`src/rtl/ann_weight_pkg.sv`:
```
// Shared constants and FSM state type for the weight BRAM read sequencer.
package ann_weight_pkg;

  localparam int unsigned W_DW    = 16;
  localparam int unsigned W_AW    = 5;
  localparam int unsigned W_DEPTH = 28;

  typedef enum logic [1:0] {
    IDLE  = 2'd0,
    RUN   = 2'd1,
    DRAIN = 2'd2,
    FIN   = 2'd3
  } rd_state_e;

endpackage

```
`src/rtl/weight_skid_buf.sv`:
```
// Two-entry valid/ready buffer carrying {last, index, data} from the BRAM
// capture point to the MAC. The writer must never push into a full buffer.
module weight_skid_buf #(
  parameter int unsigned PW = 22
) (
  input  logic          i_clk,
  input  logic          i_rst,
  input  logic          i_push,
  input  logic [PW-1:0] i_data,
  input  logic          i_ready,
  output logic          o_valid,
  output logic [PW-1:0] o_data,
  output logic [1:0]    o_count
);

  logic [1:0][PW-1:0] r_mem;
  logic               r_wr_ptr;
  logic               r_rd_ptr;
  logic [1:0]         r_count;
  logic               w_pop;

  assign o_valid = (r_count != 2'd0);
  assign o_data  = r_mem[r_rd_ptr];
  assign o_count = r_count;
  assign w_pop   = o_valid && i_ready;

  always_ff @(posedge i_clk or posedge i_rst) begin
    if (i_rst) begin
      r_mem    <= '0;
      r_wr_ptr <= 1'b0;
      r_rd_ptr <= 1'b0;
      r_count  <= 2'd0;
    end else begin
      if (i_push) begin
        r_mem[r_wr_ptr] <= i_data;
        r_wr_ptr        <= ~r_wr_ptr;
      end
      if (w_pop) begin
        r_rd_ptr <= ~r_rd_ptr;
      end
      case ({i_push, w_pop})
        2'b10:   r_count <= r_count + 2'd1;
        2'b01:   r_count <= r_count - 2'd1;
        default: r_count <= r_count;
      endcase
    end
  end

endmodule

```
`src/rtl/weight_bram_reader.sv`:
```
// Walks a wrapping address window of the per-neuron weight BRAM and streams
// each weight to the MAC. Optional stall counter: WEIGHT_BRAM_READER_STALL_CNT_EN.
module weight_bram_reader
  import ann_weight_pkg::*;
#(
  parameter int unsigned DW    = W_DW,
  parameter int unsigned AW    = W_AW,
  parameter int unsigned DEPTH = W_DEPTH
) (
  input  logic          CLK,
  input  logic          RST,
  input  logic          START,
  input  logic [AW-1:0] BASE,
  input  logic [AW:0]   COUNT,
  output logic          BUSY,
  output logic          DONE,
  output logic          BRAM_EN,
  output logic          BRAM_WE,
  output logic [AW-1:0] BRAM_ADDR,
  input  logic [DW-1:0] BRAM_DO,
  output logic [DW-1:0] W_DATA,
  output logic          W_VALID,
  input  logic          W_READY,
  output logic          W_LAST,
  output logic [AW-1:0] W_IDX
`ifdef WEIGHT_BRAM_READER_STALL_CNT_EN
  ,
  output logic [15:0]   STALL_CNT
`endif
);

  localparam int unsigned PW            = DW + AW + 1;
  localparam logic [AW:0]   LP_DEPTH     = (AW+1)'(DEPTH);
  localparam logic [AW:0]   LP_ONE       = (AW+1)'(1);
  localparam logic [AW-1:0] LP_LAST_ADDR = AW'(DEPTH - 1);

  rd_state_e     r_state;
  rd_state_e     w_state_nxt;

  logic          r_en;
  logic [AW-1:0] r_addr;
  logic [AW-1:0] r_next_addr;
  logic [AW:0]   r_rem;
  logic [AW-1:0] r_issue_idx;
  logic [AW-1:0] r_tag_idx;
  logic          r_tag_last;

  logic [AW-1:0] w_base_mod;
  logic [AW:0]   w_count_clamp;
  logic          w_start_acc;
  logic          w_pop;
  logic          w_issue;
  logic [1:0]    w_occ;
  logic [1:0]    w_occ_after;
  logic [PW-1:0] w_buf_out;

  assign w_base_mod    = AW'({1'b0, BASE} % LP_DEPTH);
  assign w_count_clamp = (COUNT > LP_DEPTH) ? LP_DEPTH : COUNT;
  assign w_start_acc   = (r_state == IDLE) && START;
  assign w_pop         = W_VALID && W_READY;
  assign w_occ_after   = w_occ - {1'b0, w_pop};

  // r_en marks the read whose data lands in the buffer at this edge, so it
  // counts as already occupying a slot when deciding the next issue.
  assign w_issue = (r_state == RUN) && (r_rem != '0) &&
                   ((3'(w_occ_after) + 3'(r_en)) <= 3'd1);

  always_ff @(posedge CLK or posedge RST) begin
    if (RST) begin
      r_state <= IDLE;
    end else begin
      r_state <= w_state_nxt;
    end
  end

  always_comb begin
    w_state_nxt = r_state;
    case (r_state)
      IDLE: begin
        if (START) begin
          w_state_nxt = (w_count_clamp == '0) ? FIN : RUN;
        end
      end
      RUN: begin
        if (w_issue && (r_rem == LP_ONE)) begin
          w_state_nxt = DRAIN;
        end
      end
      DRAIN: begin
        if (!r_en && (w_occ_after == 2'd0)) begin
          w_state_nxt = FIN;
        end
      end
      FIN:     w_state_nxt = IDLE;
      default: w_state_nxt = IDLE;
    endcase
  end

  assign BUSY = (r_state != IDLE);
  assign DONE = (r_state == FIN);

  always_ff @(posedge CLK or posedge RST) begin
    if (RST) begin
      r_en        <= 1'b0;
      r_addr      <= '0;
      r_next_addr <= '0;
      r_rem       <= '0;
      r_issue_idx <= '0;
      r_tag_idx   <= '0;
      r_tag_last  <= 1'b0;
    end else begin
      r_en <= w_issue;
      if (w_start_acc) begin
        r_next_addr <= w_base_mod;
        r_rem       <= w_count_clamp;
        r_issue_idx <= '0;
      end else if (w_issue) begin
        r_addr      <= r_next_addr;
        r_next_addr <= (r_next_addr == LP_LAST_ADDR) ? '0 : r_next_addr + 1'b1;
        r_rem       <= r_rem - 1'b1;
        r_issue_idx <= r_issue_idx + 1'b1;
        r_tag_idx   <= r_issue_idx;
        r_tag_last  <= (r_rem == LP_ONE);
      end
    end
  end

  assign BRAM_EN   = r_en;
  assign BRAM_WE   = 1'b0;
  assign BRAM_ADDR = r_addr;

  weight_skid_buf #(
    .PW (PW)
  ) u_skid (
    .i_clk   (CLK),
    .i_rst   (RST),
    .i_push  (r_en),
    .i_data  ({r_tag_last, r_tag_idx, BRAM_DO}),
    .i_ready (W_READY),
    .o_valid (W_VALID),
    .o_data  (w_buf_out),
    .o_count (w_occ)
  );

  assign W_DATA = w_buf_out[DW-1:0];
  assign W_IDX  = w_buf_out[DW +: AW];
  assign W_LAST = w_buf_out[PW-1];

`ifdef WEIGHT_BRAM_READER_STALL_CNT_EN
  logic [15:0] r_stall_cnt;

  always_ff @(posedge CLK or posedge RST) begin
    if (RST) begin
      r_stall_cnt <= '0;
    end else if (w_start_acc) begin
      r_stall_cnt <= '0;
    end else if (W_VALID && !W_READY && (r_stall_cnt != '1)) begin
      r_stall_cnt <= r_stall_cnt + 16'd1;
    end
  end

  assign STALL_CNT = r_stall_cnt;
`endif

endmodule

```
`config.mk`:
```
export PLATFORM = sky130hd
export DESIGN_NAME = weight_bram_reader
export DESIGN_NICKNAME = d
export VERILOG_FILES = /design/src/rtl/ann_weight_pkg.sv /design/src/rtl/weight_skid_buf.sv /design/src/rtl/weight_bram_reader.sv
export SDC_FILE = /design/constraint.sdc
export NUM_CORES = 1
export LEC_CHECK = 0
export ABC_AREA = 1
export CORE_ASPECT_RATIO = 2
export CORE_UTILIZATION = 45
export CTS_CLUSTER_DIAMETER = 80
export DETAILED_ROUTE_END_ITERATION = 7
export GPL_TIMING_DRIVEN = 0
export PLACE_DENSITY = 0.69
export SETUP_SLACK_MARGIN = 0.4
export SKIP_CTS_REPAIR_TIMING = 1
export SLEW_MARGIN = 20
export SYNTH_ARGS = -nofsm -noshare
export SYNTH_HDL_FRONTEND = slang
export SYNTH_SLANG_ARGS = --single-unit
export TNS_END_PERCENT = 100
```
`constraint.sdc`:
```
create_clock -name CLK -period 4.5 [get_ports CLK]
set_input_delay 0.675 -clock CLK [delete_from_list [all_inputs] [get_ports CLK]]
set_output_delay 0.675 -clock CLK [all_outputs]
set_load 0.1 [all_outputs]
```
# ---- Word level (Yosys, flattened, before mapping)
# Cells that the tools add are included.
# Widths: inputs -> output; s select.
dict set report totals {
  inputBits 31
  out_inout_bits 32
  reg_bits 78
}
dict set report op_classes {
  n_lt_le_gt_ge 5
  muxes 19
  div 1
  eq_ne 10
  bitwise 3
  add_sub_neg 7
  reduce_logical 18
}
# op count
set op_table {}
lappend op_table {{$mux 22} 3}
lappend op_table {{$bwmux 44} 1}
lappend op_table {{$mux 5} 5}
lappend op_table {{$demux 22 s1} 1}
lappend op_table {{$mux 6} 3}
lappend op_table {{$add 5x1->5 const B} 2}
lappend op_table {{$mux 2} 4}
lappend op_table {{$pmux 2 s4} 1}
lappend op_table {{$reduce_bool 2->1} 4}
lappend op_table {{$logic_and 1x1->1} 7}
lappend op_table {{$eq 2x2->1 const B} 3}
lappend op_table {{$eq 6x1->1 const B} 1}
lappend op_table {{$gt 6x5->1 const B} 1}
lappend op_table {{$logic_not 6->1} 1}
lappend op_table {{$mod 5x5->6 const B} 1}
lappend op_table {{$reduce_bool 6->1} 1}
lappend op_table {{$sub 6x1->6 const B} 1}
lappend op_table {{$eq 5x5->1 const B} 1}
lappend op_table {{$eq 2x1->1 const B} 2}
lappend op_table {{$logic_not 2->1} 2}
lappend op_table {{$lt 1x2->1 const B} 2}
lappend op_table {{$ne 2x2->1 const B} 2}
lappend op_table {{$pmux 2 s2} 1}
lappend op_table {{$add 2x1->3} 1}
lappend op_table {{10 further kinds} 12}

# ---- Depth between registers and ports, before layout
# Gate-level depths: netlist (run 1).
dict set report depth {
  depth_word 9
  mapped_depth 15
}

# ---- Cells and area by module
# Synthesis (run 1) repeated with hierarchy kept, for this count alone.
dict set report unflattened {
  hier_cells 498
  area_unflattened_um2 4058.9
}
# module cells_each n_inst area_each_um2 seq_area_each_um2
set modules_own_cells {}
lappend modules_own_cells {weight_skid_buf 262 1 2200.9 1201.2}
lappend modules_own_cells {weight_bram_reader 236 1 1858.0 750.7}

# ---- Worst setup path before layout (run 1)
# No wires, ideal clock.
dict set report synth_path {
  kind {reg-to-reg}
  start {register u_skid.r_count[0] (netlist: u_skid.o_count[0])}
  end {register r_rem[0]}
  setup_slack_ns 1.931
  period_less_slack_ns 2.569
  stages_incl_launch_ff 16
  n_path_buf 1
  arrival_time_ns 2.447
  cell_sequence {dfrtp_1 > inv_1 > nand2_1 > nand2_1 > inv_1 > ha_1 > inv_1 > nand2_1 > nand2_1 > nor2_4 > nand2_4 > nand2_4 > inv_4 > buf_6 > nand2_1 > nand3_2}
}
dict set report synth_between {
  elab_chain_cells 7
}
# item line_no
set synth_rtl {}
lappend synth_rtl {{start, declared} weight_skid_buf.sv:19} ;# logic [1:0] r_count;
lappend synth_rtl {{start signal, assigned} weight_skid_buf.sv:42} ;# 2'b10: r_count <= r_count + 2'd1;
lappend synth_rtl {{start signal, assigned} weight_skid_buf.sv:43} ;# 2'b01: r_count <= r_count - 2'd1;
lappend synth_rtl {{start signal, assigned} weight_skid_buf.sv:44} ;# default: r_count <= r_count;
lappend synth_rtl {{$reduce_bool 2->1} weight_skid_buf.sv:22} ;# assign o_valid = (r_count != 2'd0);
lappend synth_rtl {{net W_VALID} weight_bram_reader.sv:22} ;# output logic W_VALID,
lappend synth_rtl {{$logic_and 1x1->1} -}
lappend synth_rtl {{net u_skid.w_pop} weight_skid_buf.sv:20} ;# logic w_pop;
lappend synth_rtl {{$sub 2x1->2} weight_bram_reader.sv:61} ;# assign w_occ_after = w_occ - {1'b0, w_pop};
lappend synth_rtl {{$add 2x1->3} weight_bram_reader.sv:66} ;# ((3'(w_occ_after) + 3'(r_en)) <= 3'd1);
lappend synth_rtl {{$le 3x1->1} weight_bram_reader.sv:66}
lappend synth_rtl {{$logic_and 1x1->1} weight_bram_reader.sv:65} ;# assign w_issue = (r_state == RUN) && (r_rem != '0) &&
lappend synth_rtl {{$reduce_bool 2->1 (no source line)} -}
lappend synth_rtl {{end signal, assigned} weight_bram_reader.sv:115} ;# r_rem <= w_count_clamp;
lappend synth_rtl {{end signal, assigned} weight_bram_reader.sv:120} ;# r_rem <= r_rem - 1'b1;
lappend synth_rtl {{end, declared} weight_bram_reader.sv:43} ;# logic [AW:0] r_rem;
# The timed path passes the listed nets, and every way through them passes these cells.
# A chain may end at the register's enable or synchronous reset.

# ---- Worst setup path in the final report (run 1)
dict set report layout_path {
  start {register u_skid.r_rd_ptr}
  end {output port W_IDX[3]}
}
dict set report layout_between {
  elab_chain_cells 2
}
# item line_no
set layout_rtl {}
lappend layout_rtl {{start, declared} weight_skid_buf.sv:18} ;# logic r_rd_ptr;
lappend layout_rtl {{start signal, assigned} weight_skid_buf.sv:39} ;# r_rd_ptr <= ~r_rd_ptr;
lappend layout_rtl {{$mux 22 (not written as such) (2 in series)} weight_skid_buf.sv:23} ;# assign o_data = r_mem[r_rd_ptr];
lappend layout_rtl {{end, declared} weight_bram_reader.sv:25} ;# output logic [AW-1:0] W_IDX
# Every way passes these cells. The select of a mux whose other input is x is not followed.

==> flow_metrics.env, run 1 <==
export IMPL_synth_top_family_by_area="simple AND/OR/NAND/NOR gates"
export IMPL_synthAdderAreaFrac_pct=3.91
export IMPL_dpl_hpwl_um=6240
export IMPL_synth_nets=517
export IMPL_final_cell_count_no_fill=650
export IMPL_cp_max_fo=10
export IMPL_ys_flop_type="dfrtp_1"
export IMPL_fin_ws_ns=1.18
export IMPL_drt_initial_drc_count=249
export IMPL_grt_overflow=0
export IMPL_critPathBufInv=3
export IMPL_grt_start_max_net_pins=58
export IMPL_slew_headroom_pct=34.6
export IMPL_finalCritPeriodShare_pct=73.8
export IMPL_cts_made_buffers=9
export IMPL_worstSetupPathType="reg -> out"
export IMPL_num_vias=3222
export IMPL_min_period_ns=3.32
export IMPL_critPathLaunchType="register"
export IMPL_async_flop_share_pct=100
export IMPL_worst_slew_pin_slew_ns=0.977
export IMPL_cpMostUsedCell="nand2_1"
export IMPL_fin_area_um2=4990
export IMPL_synth_mux_area_fraction_pct=0
export IMPL_maxCapViolCount=0
export IMPL_htreeDepth=3
export IMPL_start_util_pct=46.3
export IMPL_status="completed"
export IMPL_rows=47
export IMPL_wl_um=8500
export IMPL_worst_path_largest_cell_delay_ns=1.13
export IMPL_synth_area_leaders="dfrtp_1 51%, nand2_1 18%, o21ai_0 6.8%, inv_1 4.7%, ha_1 3.9%"
export IMPL_regArea_um2=1950
export IMPL_clockBufferDepth=2
export IMPL_die_w_um=67.3
export IMPL_finalSetupTns_ns=0
export IMPL_yosysMostFrequentCell="nand2_1"
export IMPL_root_buffer="clkbuf_16"
export IMPL_diodes=0
export IMPL_hold_class="reg -> reg"
export IMPL_avgSynthCellArea_um2=8.10
export IMPL_rsz0062_at_grt="false"
export IMPL_yosysUniqueCellTypes=33
export IMPL_syn_inst=474
export IMPL_clock_sinks=78
export IMPL_grt_pass1_vias=3110
export IMPL_finClkSkew_ns=0.00507
export IMPL_slew_violations=0
export IMPL_placed_area_um2=4600
export IMPL_syn_to_final_growth_pct=29.8
export IMPL_syn_area_um2=3840
export IMPL_globalplace_congestion=0.836
export IMPL_routedWlPerCell_um=13.1
export IMPL_multiInputGateArea_um2=1590
export IMPL_yosysTopAreaCell="dfrtp_1"
export IMPL_core_um2=8290
export IMPL_cp_required_ns=3.83
export IMPL_drc=0
export IMPL_hold_viol=0
export IMPL_netlist_area_leader_share_pct=50.8
export IMPL_drive_gt1_share_pct=8.15
export IMPL_clkTransAtPathRegs_ns=0.06
export IMPL_synth_seq_cells=78
export IMPL_place_ws_ns=1.51
export IMPL_synth_compound_area_share_pct=8.86
export IMPL_arrival_ns=2.64
export IMPL_endpoint_kind="output port"
export IMPL_port_buffers=61
export IMPL_die_area_um2=8930
export IMPL_insertion_delay_ns=0.33
export IMPL_antenna_found_initial=0
export IMPL_crit_chain="inv_1, clkbuf_1, nand2_1, nand2_1, clkdlybuf4s50_1"
export IMPL_grt_pass1_wl_um=14300
export IMPL_setup_violations=0
export IMPL_synthXorXnorAreaFrac_pct=2.05
export IMPL_yosysSeqAreaShare_pct=50.8
export IMPL_timing_fmax_mhz=301
export IMPL_die_height_um=133
export IMPL_cts_tree="yes"
export IMPL_vias_per_cell=4.96
export IMPL_synth_edf_count=0
export IMPL_cp_slowest_cell="clkdlybuf4s50_1"
export IMPL_place_inst=634
export IMPL_drt_pass1_iter_count=4
export IMPL_grt_usage_pct=21.2
export IMPL_antenna_left=0
export IMPL_layout_nets=590
export IMPL_yosys_top_cells_count="188 x nand2_1, 78 x dfrtp_1, 52 x o21ai_0, 48 x inv_1, 21 x nand3_1"
export IMPL_critPathTopFamily="buffers and inverters"
export IMPL_synth_simple_area_share_pct=26.5
export IMPL_fillers=740
export IMPL_ios=63
export IMPL_yosys_warnings=0
[final cells by class]
class	count	share of cell area (%)
plain buffers	18	2.03
flip-flops and latches	78	39.1
multi-input cells	326	31.9
clock buffers	11	5.07
repair buffers	62	12.8
inverters	52	4.02
clock inverters	5	2.58
well taps	98	2.46
[routing by layer]
layer	track usage, %	vias to the layer above	wire length [um]
met4	8.98	0	129
met1	22.7	1531	3270
met2	37.9	59	4800
met5	0	-	0
li1	-	1623	-
met3	4.57	9	295
[path summary, 6_finish.rpt]
check | from | end | slack, ns | cells after the start
min | u_skid.r_mem[30] | u_skid.r_mem[30] | 0.48 | 2
min reg2reg | u_skid.r_mem[30] | u_skid.r_mem[30] | 0.48 | 2
max reg2reg | u_skid.o_count[0] | r_issue_idx[1] | 2.42 | 15
max in group asynchronous | RST | r_state[1] | 3.28 | 3
max | u_skid.r_rd_ptr | W_IDX[3] | 1.18 | 5
min in group asynchronous | RST | u_skid.r_mem[42] | 0.65 | 2
[placed cells by master (no fill, tap or decap), types with 4 or more instances in the layout]
cell / Yosys / routed
bufinv_16: 0 / 4
nand3_2: 4 / 4
nor2_1: 10 / 10
clkbuf_16: 0 / 9
dfrtp_1: 78 / 78
nand2_1: 188 / 188
ha_1: 12 / 12
buf_2: 6 / 6
nand3_1: 21 / 21
o21ai_1: 5 / 5
inv_1: 48 / 47
xor2_1: 8 / 8
o21ai_0: 52 / 52
clkbuf_1: 8 / 8
clkdlybuf4s50_1: 0 / 61
[registers in the layout, summed over array words and instances, names as in the netlist]
register / cells
r_tag_last: 1
r_tag_idx: 5
BRAM_ADDR: 5
u_skid.r_mem: 44
r_next_addr: 5
r_issue_idx: 5
u_skid.r_rd_ptr: 1
r_state: 2
BRAM_EN: 1
r_rem: 6
u_skid.r_wr_ptr: 1
u_skid.o_count: 2
[cell families (layout without fill, tap and decap cells)]
group / count (synthesis) / in the layout
simple gates: 239 / 239
flops: 78 / 78
buf+inv: 70 / 148
compound gates: 65 / 65
fa+ha+maj: 12 / 12
xor+xnor: 9 / 9
other cells: 1 / 1
[worst reg2reg max path, stage by stage, from the launching register on]
cell     delay, ns
dfrtp_1       0.41
inv_1         0.09
nand2_1       0.07
nand2_1       0.12
inv_1         0.08
ha_1          0.28
inv_1         0.04
nand2_1       0.05
nand2_1       0.08
nor2_4        0.14
nand2_4       0.13
nand2_4       0.14
inv_4         0.06
buf_6         0.15
nand2_1       0.08
nand2_1       0.05
[stage by stage]
step / hold slack, ns / util (%)
6_report: 0.482 / 60.1
5_1_grt: 0.504 / 60.1
4_1_cts: 0.488 / 60.1
3_5_place_dp: 0.473 / 55.5
2_1_floorplan: 0.453 / -
3_3_place_gp: 0.465 / 55.2
Power of run 1 is left out: the tool's default activity adds up to more than one toggle a clock period on the data nets, which glitch-free logic cannot reach.
==> inputs of run 2 (changes only) <==
Clock period 4.5 ns to 3.2 ns, I/O delays scaled along.
==> flow_metrics.env, run 2 (synthesis results as in run 1) <==
export IMPL_clkTransAtPathRegs_ns=0.06
export IMPL_slew_headroom_pct=34.6
export IMPL_diodes=0
export IMPL_cp_required_ns=2.72
export IMPL_hold_viol=0
export IMPL_root_buffer="clkbuf_16"
export IMPL_die_area_um2=8930
export IMPL_drt_pass1_iter_count=4
export IMPL_worstSetupPathType="reg -> out"
export IMPL_core_um2=8290
export IMPL_timing_fmax_mhz=377
export IMPL_hold_class="in -> async"
export IMPL_port_buffers=61
export IMPL_drc=0
export IMPL_status="completed"
export IMPL_slew_violations=0
export IMPL_grt_met2_usage_pct=37.9
export IMPL_maxCapViolCount=0
export IMPL_cts_tree="yes"
export IMPL_grt_pass1_wl_um=14300
export IMPL_cp_max_fo=5
export IMPL_start_util_pct=46.3
export IMPL_layout_nets=590
export IMPL_grt_overflow=0
export IMPL_rsz0062_at_grt="false"
export IMPL_critPathLaunchType="register"
export IMPL_die_w_um=67.3
export IMPL_cts_made_buffers=9
export IMPL_finalCritPeriodShare_pct=82.8
export IMPL_arrival_ns=2.17
export IMPL_insertion_delay_ns=0.33
export IMPL_drt_initial_drc_count=215
export IMPL_rows=47
export IMPL_drive_gt1_share_pct=11.8
export IMPL_worst_slew_pin_slew_ns=0.977
export IMPL_final_cell_count_no_fill=650
export IMPL_wl_um=8500
export IMPL_place_inst=634
export IMPL_finalSetupTns_ns=0
export IMPL_final_util_pct=59.0
export IMPL_fin_hold_ws_ns=0.458
export IMPL_grt_start_max_net_pins=58
export IMPL_dpl_hpwl_um=6240
export IMPL_grt_use_met1_pct=22.7
export IMPL_min_period_ns=2.65
export IMPL_htreeDepth=3
export IMPL_largest_reg_flops=44
export IMPL_die_height_um=133
export IMPL_clockBufferDepth=2
export IMPL_reg_top3="u_skid.r_mem: 44 flops, r_rem: 6 flops"
export IMPL_largest_register="u_skid.r_mem"
export IMPL_grt_pass1_vias=3110
export IMPL_endpoint_kind="output port"
export IMPL_syn_to_final_growth_pct=27.3
export IMPL_top_usage_layer="met2"
export IMPL_ios=63
export IMPL_globalplace_congestion=0.836
export IMPL_vias_per_cell=4.97
export IMPL_grtUsageMet3_pct=4.57
export IMPL_routedWlPerCell_um=13.1
export IMPL_setup_violations=0
export IMPL_layout_common_cells="188 x nand2_1, 78 x dfrtp_1, 52 x o21ai_0, 47 x inv_1, 40 x clkdlybuf4s50_1"
export IMPL_antenna_left=0
export IMPL_grt_usage_pct=21.2
export IMPL_final_common_cell="nand2_1"
export IMPL_clock_sinks=78
export IMPL_antenna_found_initial=0
export IMPL_num_vias=3228
export IMPL_finClkSkew_ns=0.00431
## run 2: cell count changes in the layout (fill, tap and decap cells not counted), sizes merged
cell	change
clkbuf	+20
clkdlybuf4s50	-21
dlymetal6s2s	+1
## run 2: metrics by stage
stage / instance area, um2 / setup WS [ns]
floorplan: 3840 / 0.631
global placement: 4570 / -0.510
detailed placement: 4600 / 0.402
CTS: 4990 / 0.0255
global route: 4890 / 0.481
finish: 4890 / 0.550
## run 2: worst max-delay path: stages (launching register included)
cell and delay [ns]:
dfrtp_1 0.42, inv_1 0.16, nand2_1 0.07, nand2_1 0.06
clkdlybuf4s50_1 1.13
## run 2: final cells by class
class,count,area (um2)
buffer,18,101
clock buffer,11,253
clock inverter,5,129
fill,762,3400
inverter,52,200
multi-input combinational,326,1590
sequential,78,1950
tap,98,123
timing repair buffer,62,541
## run 2: worst paths after layout
| path | slack [ns] | end | from | cells past startpoint |
|---|---|---|---|---|
| worst max-delay path | 0.55 | W_DATA[3] | u_skid.r_rd_ptr | 4 |
| min in group CLK | 0.48 | u_skid.r_mem[30] | u_skid.r_mem[30] | 2 |
| max in group asynchronous | 2.18 | r_state[1] | RST | 3 |
| worst max register to register | 1.12 | r_issue_idx[1] | u_skid.o_count[0] | 15 |
| worst min register to register | 0.48 | u_skid.r_mem[30] | u_skid.r_mem[30] | 2 |
| worst min-delay path | 0.46 | u_skid.r_mem[42] | RST | 2 |
## run 2: routing by layer
metal	part of all wire (%)	wire length, um
met5	0	0
met4	1.6	134
met3	3.9	328
met2	57	4820
met1	38	3220
Power of run 2 is left out for the same reason.
==> inputs of run 3 (changes only) <==
Settings changed: PLACE_DENSITY 0.69 to 0.72.
Clock period 3.2 ns to 2.15 ns, I/O delays scaled along.
==> flow_metrics.env, run 3 (synthesis results as in run 1) <==
export IMPL_ios=63
export IMPL_core_um2=8290
export IMPL_finalCritPeriodShare_pct=91.7
export IMPL_crit_start="u_skid.o_count[1]"
export IMPL_worst_slew_pin_slew_ns=0.966
export IMPL_largest_reg_flops=44
export IMPL_critPathBufInv=4
export IMPL_worstSetupPathType="reg -> reg"
export IMPL_min_period_ns=1.97
export IMPL_slew_violations=0
export IMPL_diodes=0
export IMPL_place_inst=635
export IMPL_layout_nets=606
export IMPL_largest_register="u_skid.r_mem"
export IMPL_start_util_pct=46.3
export IMPL_port_buffers=61
export IMPL_clock_sinks=78
export IMPL_cp_max_fo=8
export IMPL_final_common_cell="nand2_1"
export IMPL_die_area_um2=8930
export IMPL_antenna_left=0
export IMPL_globalplace_congestion=0.853
export IMPL_hold_class="in -> async"
export IMPL_vias_per_cell=5.01
export IMPL_clkTransAtPathRegs_ns=0.06
export IMPL_insertion_delay_ns=0.34
export IMPL_cp_required_ns=2.41
export IMPL_cts_made_buffers=9
export IMPL_status="completed"
export IMPL_syn_to_final_growth_pct=40.1
export IMPL_worst_path_largest_cell_delay_ns=0.41
export IMPL_final_cell_count_no_fill=665
export IMPL_layout_common_cells="152 x nand2_1, 76 x dfrtp_1, 46 x o21ai_0, 42 x inv_1, 35 x nand2_2"
export IMPL_arrival_ns=2.23
export IMPL_grt_usage_pct=21.1
export IMPL_timing_fmax_mhz=507
export IMPL_wl_um=9020
export IMPL_cts_tree="yes"
export IMPL_grt_pass1_wl_um=14300
export IMPL_finClkSkew_ns=0.00671
export IMPL_crit_chain="inv_2, nand2_8, nand2_4, inv_4, ha_4, inv_2, nand2_2, nand2_2, nor2_4, nand2_8, nor2_8, clkbuf_16, nand2_1, o21ai_1"
export IMPL_fin_hold_ws_ns=0.382
export IMPL_grt_overflow=0
export IMPL_antenna_found_initial=0
export IMPL_grt_start_max_net_pins=36
export IMPL_routedWlPerCell_um=13.6
export IMPL_reg_top3="u_skid.r_mem: 44 flops, r_rem: 6 flops"
export IMPL_grt_pass1_vias=3155
export IMPL_dpl_hpwl_um=6350
export IMPL_critPathLaunchType="register"
export IMPL_num_vias=3329
export IMPL_drt_initial_drc_count=168
export IMPL_rows=47
export IMPL_cp_slowest_cell="dfrtp_1"
export IMPL_critPathTopFamily="simple AND/OR/NAND/NOR gates"
export IMPL_endpoint_kind="register"
export IMPL_root_buffer="clkbuf_16"
export IMPL_drive_gt1_share_pct=24.9
export IMPL_reg2reg_from="u_skid.o_count[1]"
export IMPL_setup_violations=0
export IMPL_htreeDepth=3
export IMPL_slew_headroom_pct=35.5
export IMPL_clockBufferDepth=2
export IMPL_die_height_um=133
export IMPL_die_w_um=67.3
export IMPL_hold_viol=0
export IMPL_drc=0
export IMPL_drt_pass1_iter_count=4
export IMPL_fillers=688
export IMPL_rsz0062_at_grt="true"
export IMPL_maxCapViolCount=0
run 3: changes by cell type in the layout (fill, tap and decap cells not counted), sizes merged:
cell and delta:
buf +37, clkbuf -13, clkdlybuf4s50 -10, bufinv -4, clkinvlp +4, dlymetal6s2s +1
run 3: cell type report:
class	count	area [um2]	area share (%)
sequential	78	1950	36.3
multi-input combinational	326	1760	32.7
timing repair buffer	78	933	17.3
clock buffer	10	229	4.25
inverter	52	211	3.93
buffer	18	135	2.51
tap	98	123	2.28
clock inverter	5	36.3	0.674
run 3: worst register-to-register path, delay by kind of cell, from the launching register on:
kind            cells  cell delay [ns]
flops               1             0.41
buf+inv             4             0.39
compound gates      1             0.07
simple gates        8             0.79
fa+ha+maj           1             0.25
run 3: routing by layer:
metal | wire [um] | global-route usage, % | vias to the layer above
met5 | 0 | 0 | -
met4 | 164 | 7.57 | 0
met3 | 319 | 4.22 | 15
met2 | 5160 | 38.3 | 81
met1 | 3380 | 23.1 | 1574
li1 | - | - | 1659
run 3: path summary, 6_finish.rpt:
kind / to / slack [ns] / depth (start not counted)
max in group asynchronous: u_skid.r_mem[34] / 1.22 / 3
worst min register to register: u_skid.r_mem[33] / 0.48 / 2
min in group CLK: u_skid.r_mem[33] / 0.48 / 2
worst max register to register: r_tag_last / 0.18 / 14
worst min-delay path: u_skid.o_count[1] / 0.38 / 2
worst max-delay path: r_tag_last / 0.18 / 14
run 3: through the flow:
| step | TNS, ns | utilization [%] | setup slack [ns] | cell area (um2) |
|---|---|---|---|---|
| 2_1_floorplan | 0 | - | 0.203 | 3930 |
| 3_3_place_gp | -10.53 | 56.3 | -0.543 | 4670 |
| 3_5_place_dp | -10.85 | 56.8 | -0.531 | 4710 |
| 4_1_cts | -19.66 | 60.0 | -0.904 | 4980 |
| 5_1_grt | 0 | 64.9 | 0.106 | 5380 |
| 6_report | 0 | 64.9 | 0.178 | 5380 |
Power of run 3 is left out for the same reason.
